`src/rtl/mem_port_arbiter.sv`:
```
// ============================================================================
//  Module   : mem_port_arbiter
//  Purpose  : Shares one fixed-latency single-port memory between the IF and
//             DM requesters. Optional IF anti-starvation via the macro
//             ARB_STARVE_GUARD_EN.
//  Revision : 1.0 - initial release
// ============================================================================
`timescale 1ns/1ps
`default_nettype none

module mem_port_arbiter #(
    parameter int ADDR_W     = 32,
    parameter int DATA_W     = 32,
    parameter int MEM_LAT    = 2,
    parameter int STARVE_MAX = 4
) (
    input  logic              clk,
    input  logic              rst_n,
    input  logic              if_req,
    input  logic [ADDR_W-1:0] if_addr,
    output logic              if_gnt,
    output logic [DATA_W-1:0] if_rdata,
    output logic              if_done,
    input  logic              dm_req,
    input  logic              dm_we,
    input  logic [ADDR_W-1:0] dm_addr,
    input  logic [DATA_W-1:0] dm_wdata,
    output logic              dm_gnt,
    output logic [DATA_W-1:0] dm_rdata,
    output logic              dm_done,
    output logic              mem_en,
    output logic              mem_we,
    output logic [ADDR_W-1:0] mem_addr,
    output logic [DATA_W-1:0] mem_wdata,
    input  logic [DATA_W-1:0] mem_rdata
);

    typedef enum logic [1:0] {
        S_IDLE   = 2'd0,
        S_ACCESS = 2'd1,
        S_DONE   = 2'd2
    } state_t;

    typedef enum logic [1:0] {
        OWN_NONE = 2'd0,
        OWN_IF   = 2'd1,
        OWN_DM   = 2'd2
    } owner_t;

    localparam logic [3:0] LAT_INIT = 4'(MEM_LAT - 1);

    state_t              state_q,     state_d;
    owner_t              owner_q,     owner_d;
    logic [3:0]          lat_q,       lat_d;
    logic                mem_en_q,    mem_en_d;
    logic                mem_we_q,    mem_we_d;
    logic [ADDR_W-1:0]   mem_addr_q,  mem_addr_d;
    logic [DATA_W-1:0]   mem_wdata_q, mem_wdata_d;
    logic [DATA_W-1:0]   if_rdata_q,  if_rdata_d;
    logic [DATA_W-1:0]   dm_rdata_q,  dm_rdata_d;
    logic                if_wins;

`ifdef ARB_STARVE_GUARD_EN
    localparam logic [3:0] STARVE_SAT = 4'(STARVE_MAX);

    logic [3:0] starve_q, starve_d;

    // A saturated count hands the next contested slot to IF.
    assign if_wins = if_req && (!dm_req || (starve_q == STARVE_SAT));

    always_comb begin
        starve_d = starve_q;
        if (state_q == S_IDLE && (if_req || dm_req)) begin
            if (if_wins) begin
                starve_d = 4'd0;
            end else if (if_req && (starve_q != STARVE_SAT)) begin
                starve_d = starve_q + 4'd1;
            end
        end
    end

    always_ff @(posedge clk or negedge rst_n) begin
        if (!rst_n) begin
            starve_q <= 4'd0;
        end else begin
            starve_q <= starve_d;
        end
    end
`else
    assign if_wins = if_req && !dm_req;
`endif

    always_comb begin
        state_d     = state_q;
        owner_d     = owner_q;
        lat_d       = lat_q;
        mem_en_d    = 1'b0;
        mem_we_d    = mem_we_q;
        mem_addr_d  = mem_addr_q;
        mem_wdata_d = mem_wdata_q;
        if_rdata_d  = if_rdata_q;
        dm_rdata_d  = dm_rdata_q;

        case (state_q)
            S_IDLE: begin
                if (if_req || dm_req) begin
                    state_d  = S_ACCESS;
                    lat_d    = LAT_INIT;
                    mem_en_d = 1'b1;
                    if (if_wins) begin
                        owner_d     = OWN_IF;
                        mem_addr_d  = if_addr;
                        mem_we_d    = 1'b0;
                        mem_wdata_d = '0;
                    end else begin
                        owner_d     = OWN_DM;
                        mem_addr_d  = dm_addr;
                        mem_we_d    = dm_we;
                        mem_wdata_d = dm_wdata;
                    end
                end
            end
            S_ACCESS: begin
                if (lat_q == 4'd0) begin
                    state_d = S_DONE;
                    if (owner_q == OWN_IF) begin
                        if_rdata_d = mem_rdata;
                    end else if (!mem_we_q) begin
                        dm_rdata_d = mem_rdata;
                    end
                end else begin
                    lat_d = lat_q - 4'd1;
                end
            end
            S_DONE: begin
                // No arbitration here, so a held request is not served twice.
                state_d = S_IDLE;
                owner_d = OWN_NONE;
            end
            default: begin
                state_d = S_IDLE;
                owner_d = OWN_NONE;
            end
        endcase
    end

    always_ff @(posedge clk or negedge rst_n) begin
        if (!rst_n) begin
            state_q     <= S_IDLE;
            owner_q     <= OWN_NONE;
            lat_q       <= 4'd0;
            mem_en_q    <= 1'b0;
            mem_we_q    <= 1'b0;
            mem_addr_q  <= '0;
            mem_wdata_q <= '0;
            if_rdata_q  <= '0;
            dm_rdata_q  <= '0;
        end else begin
            state_q     <= state_d;
            owner_q     <= owner_d;
            lat_q       <= lat_d;
            mem_en_q    <= mem_en_d;
            mem_we_q    <= mem_we_d;
            mem_addr_q  <= mem_addr_d;
            mem_wdata_q <= mem_wdata_d;
            if_rdata_q  <= if_rdata_d;
            dm_rdata_q  <= dm_rdata_d;
        end
    end

    assign if_gnt    = (state_q != S_IDLE) && (owner_q == OWN_IF);
    assign dm_gnt    = (state_q != S_IDLE) && (owner_q == OWN_DM);
    assign if_done   = (state_q == S_DONE) && (owner_q == OWN_IF);
    assign dm_done   = (state_q == S_DONE) && (owner_q == OWN_DM);
    assign if_rdata  = if_rdata_q;
    assign dm_rdata  = dm_rdata_q;
    assign mem_en    = mem_en_q;
    assign mem_we    = mem_we_q;
    assign mem_addr  = mem_addr_q;
    assign mem_wdata = mem_wdata_q;

endmodule

`default_nettype wire

```
`config.mk`:
```
export PLATFORM = sky130hd
export DESIGN_NAME = mem_port_arbiter
export DESIGN_NICKNAME = d
export VERILOG_FILES = /design/src/rtl/mem_port_arbiter.sv
export SDC_FILE = /design/constraint.sdc
export NUM_CORES = 1
export LEC_CHECK = 0
export ABC_AREA = 0
export BUFFER_PORTS_ARGS = -buffer_cell sky130_fd_sc_hd__buf_2
export CORE_AREA = 2 2 113 115
export CTS_CLUSTER_DIAMETER = 30
export DETAILED_ROUTE_END_ITERATION = 10
export DIE_AREA = 0 0 115 117
export PLACE_DENSITY = 0.78
export SLEW_MARGIN = 20
export SYNTH_ARGS = -nofsm -noshare
export SYNTH_HDL_FRONTEND = slang
export SYNTH_SLANG_ARGS = --single-unit
```
`constraint.sdc`:
```
create_clock -name clk -period 2.9 [get_ports clk]
set_input_delay 0.58 -clock clk [delete_from_list [all_inputs] [get_ports clk]]
set_output_delay 0.58 -clock clk [all_outputs]
set_load 0.02 [all_outputs]
```
# Word level (Yosys, flattened, before mapping)

Cells that the tools add are included.

Bits in registers: 138
Input bits: 133
Output and inout port bits: 134
Logic and storage cells: 51

Add/sub/neg operators: 1
Equality and inequality tests: 7
Multiplexer cells: 14
Bitwise gates (word level): 3
Reduce and logical (&&, ||, !) cells: 17

Operators by type and width:

| operator                                                               | count |
|---|---|
| 32-bit two-way mux                                                     | 2 |
| 2-bit two-way mux                                                      | 4 |
| 4-bit two-way mux                                                      | 2 |
| 2-bit one-hot mux with 2 select lines                                  | 2 |
| 4-bit one-hot mux with 2 select lines                                  | 1 |
| 2-bit inequality test (second input constant)                          | 3 |
| 2-bit AND reduction                                                    | 3 |
| 3-bit AND reduction                                                    | 2 |
| 1-bit logical AND                                                      | 5 |
| 2-bit by 1-bit equality test with 1-bit output (second input constant) | 2 |
| 2-bit equality test (second input constant)                            | 2 |
| 4-bit logical NOT                                                      | 1 |
| 4-bit AND reduction                                                    | 1 |
| 2-bit nonzero test                                                     | 2 |
| 4-bit by 1-bit subtractor with 4-bit output (second input constant)    | 1 |
| 1-bit two-way mux                                                      | 3 |
| 1-bit inverter                                                         | 3 |
| 2-bit logical NOT                                                      | 1 |
| 1-bit logical NOT                                                      | 1 |
| 1-bit logical OR                                                       | 1 |

# Longest topological paths before layout

Depth in word-level cells: 5
Depth in mapped cells: 7
Depth with buffers taken out: 5

# Worst setup path after synthesis

OpenSTA, ideal clock, no wires.

Kind: reg-to-reg
Start: register state_q[1]
End: register dm_rdata_q[10], in the netlist dm_rdata[10]
Setup time: 0.125 ns
Arrival time: 1.934 ns
Data required time: 2.775 ns
Slack: 0.841 ns
Stages on the path, launching flop included: 6
Buffers on the path: 2
Period minus slack after synthesis: 2.059 ns
Cells stage by stage: dfrtp_1 -> or3b_4 -> or4b_4 -> buf_6 -> buf_6 -> mux2_4

Longest elaborated chain between the ends: 2

Ends and longest elaborated chain:

| item                                           | line | source |
|---|---|---|
| start, declared                                | 52   | `state_t state_q, state_d;` |
| start signal, assigned                         | 159  | `state_q <= state_d;` |
| 2-bit by 1-bit equality test with 1-bit output | 104  | `case (state_q)` |
| 4-bit AND reduction (no source line)           | --   |  |
| end signal, assigned                           | 167  | `dm_rdata_q <= dm_rdata_d;` |
| end, declared                                  | 60   | `logic [DATA_W-1:0] dm_rdata_q, dm_rdata_d;` |

Every way passes these cells.
A chain may end at the register's enable or synchronous reset.

# Final worst setup path

Start: register state_q[1]
End: register dm_rdata_q[0], in the netlist dm_rdata[0]

The elaborated chain is that of the path after synthesis.

==> reports/results.ini <==
[synth]
ys_seq_area_share_pct = 62.87
synth_cell_types = 32
synth_nets = 501
mappedNetlistArea_um2 = 5493
yosysTopAreaCellShare_pct = 62.87
yosysTopAreaCell = dfrtp_1
ys_ff_latch = 138
avgSynthCellArea_um2 = 15.01
netlist_instances = 366
ys_top_cells_by_area = dfrtp_1 63%, mux2_4 8.2%, mux2_1 7.0%
ys_warn_count = 0

[place]
dp_cells = 763
io_buffers = 266
dp_hpwl_um = 9957
gp_congestion = 0.7855

[drt]
dr.pass1.iters = 4
drt_iter0_drc = 212
wire_per_inst_um = 16.77
drc = 0
wl_um = 13330
route.antenna.remaining_nets = 0
vias_per_cell = 5.099
vias = 4054

[worst_setup_path]
startpoint_type = register
worst-path-buf-inv = 0
critPathRequiredTime_ns = 3.19
cpPeakStageDelay_ns = 0.82
arrival_ns = 2.61
cp-end-kind = register
timing.rr.end = dm_rdata[0]
ff2ff_path_depth = 3
r2r_start = state_q[1]
slowest_stage = or4b_4
critPathKind = register to register
cp_cell_sequence = or3b_4 -> or4b_4 -> mux2_1
rrSetupSlack_ns = 0.58
cp_max_fo = 32
critPathTopFamily = simple AND/OR/NAND/NOR gates

[cts]
clock_tree.root_cell = clkbuf_16
ctsHoldBuffers = 0
clockBufferDepth = 2
cts_tree = done
cts_resized = 0
post_cts_buffers = 0
h-tree-depth = 4
clk_latency_ns = 0.41
cts_buffers = 17
cts.sinks = 138
path_clk_slew_ns = 0.06

[die]
rows = 41
start_util_pct = 44.61
fp.dieW_um = 115
dieArea_um2 = 13460
io_pins = 267
coreArea_um2 = 12310
die_h_um = 117

[timing]
finalSetupTns_ns = 0
finalClockSkew_ns = 0.009820
slew_violations = 0
finalHoldViolCount = 0
finalSetupViolCount = 0
rsz0062_at_grt = no
fmax_ghz = 0.4307
finalCritPeriodShare_pct = 80.06
tightest_slew_ns = 0.6817
maxSlewHeadroom_pct = 54.55
min_period_ns = 2.322

[layout]
final_cell_mix = 265 x buf_2, 138 x dfrtp_1, 34 x mux2_1, 33 x a22o_1
fin_nets = 767
area_growth_pct = 38.45
drive_above_1_share_pct = 53.02
fin_util_pct = 61.77
fillCellCount = 977
final_common_cell = buf_2
fin_cells = 795
num_antenna_cells = 0

[power]
p_leak_uw = 0.003967
powerDensity_nw_per_um2 = 1279
ir_drop_v = 0.0006003

[global_route]
overflow = 0
grt_usage_pct = 19.96
grt_pass1_wl_um = 20420
grt_max_degree = 76
grt_pass1_vias = 4005
antenna_found_initial = 0

[flow_run]
maxCapViolCount = 0

[outcome]
status = completed

[min_path]
hp-class = primary input to async pin

## synth_stat cells
| library cell | count |
|---|---|
| nand2_1 | 2 |
| or3_1 | 1 |
| or4b_4 | 1 |
| a221o_1 | 32 |
| a21oi_1 | 1 |
| o21ai_1 | 1 |
| or2_2 | 2 |
| mux2_2 | 1 |
| nand3b_1 | 1 |
| ha_1 | 2 |
| o221ai_1 | 1 |
| buf_6 | 4 |
| buf_2 | 3 |
| dfrtp_1 | 138 |
| mux2_1 | 34 |
| and2_1 | 33 |
| buf_1 | 4 |
| mux2_4 | 30 |
| o41ai_1 | 1 |
| nor2_1 | 8 |
| or3b_4 | 1 |
| nand2b_1 | 4 |
| o21ai_0 | 3 |
| nor2b_1 | 2 |
| nor3b_1 | 1 |
| mux2i_1 | 1 |
| clkbuf_1 | 14 |
| nor4b_1 | 1 |
| inv_1 | 4 |
| a211oi_1 | 1 |
| a22o_1 | 33 |
| a31o_2 | 1 |
## through the flow
stage | total power, uW | setup WS [ns] | area (um^2) | hold slack (ns)
floorplan | 6075 | 0.8413 | 5493 | 0.2844
global placement | 7387 | 0.6539 | 6979 | 0.4661
detailed placement | 7536 | 0.5746 | 6979 | 0.4767
CTS | 9833 | 0.5727 | 7605 | 0.1934
global route | 10290 | 0.5244 | 7605 | 0.2155
finish | 9724 | 0.5784 | 7605 | 0.1564
## registers in the layout, summed over array words and instances (netlist names)
name,cells
dm_rdata,32
if_rdata,32
mem_addr,32
mem_wdata,32
lat_q,4
owner_q,2
state_q,2
mem_en,1
mem_we,1
## metal layers
metal | up-vias | share of wire [%] | global-route usage, %
met5 | - | 0 | 0
met2 | 179 | 50 | 33.69
met3 | 15 | 8.4 | 6.952
met4 | 0 | 1.6 | 7.871
met1 | 1969 | 40 | 23.59
li1 | 1891 | - | -
## worst max path at each step
stage                          start      endpoint  slack, ns  cells after the start
after floorplan           state_q[1]  dm_rdata[10]       0.84                      5
after global placement    state_q[1]   dm_rdata[0]       0.65                      3
after detailed placement  state_q[1]   dm_rdata[0]       0.57                      3
after CTS                 state_q[1]   dm_rdata[0]       0.57                      3
after global routing      state_q[0]   dm_rdata[0]       0.52                      3
final                     state_q[1]   dm_rdata[0]       0.58                      3
## logic make-up after synthesis
kind of cell    count (synthesis)  synth area share (%)
mux                            66                 15.56
flops                         138                 62.87
compound gates                 74                 12.16
fa+ha+maj                       2                0.4555
simple gates                   57                 6.355
buf+inv                        29                 2.597
## cell type report
cell class | count | area (um^2) | share of cell area, %
flip-flops and latches | 138 | 3453 | 45.41
multi-input cells | 199 | 1916 | 25.19
repair buffers | 272 | 1408 | 18.51
clock buffers | 18 | 429.2 | 5.643
clock inverters | 14 | 196.4 | 2.583
well taps | 150 | 187.7 | 2.468
inverters | 4 | 15.01 | 0.1974
## report_power, final
group	internal (uW)	leakage, uW	switching (uW)	total [uW]
clock network	1440	0.000296	816	2260
logic	1770	0.00199	2310	4080
registers	2860	0.00168	524	3380
Note: power is estimated with default switching activity, not from simulation.
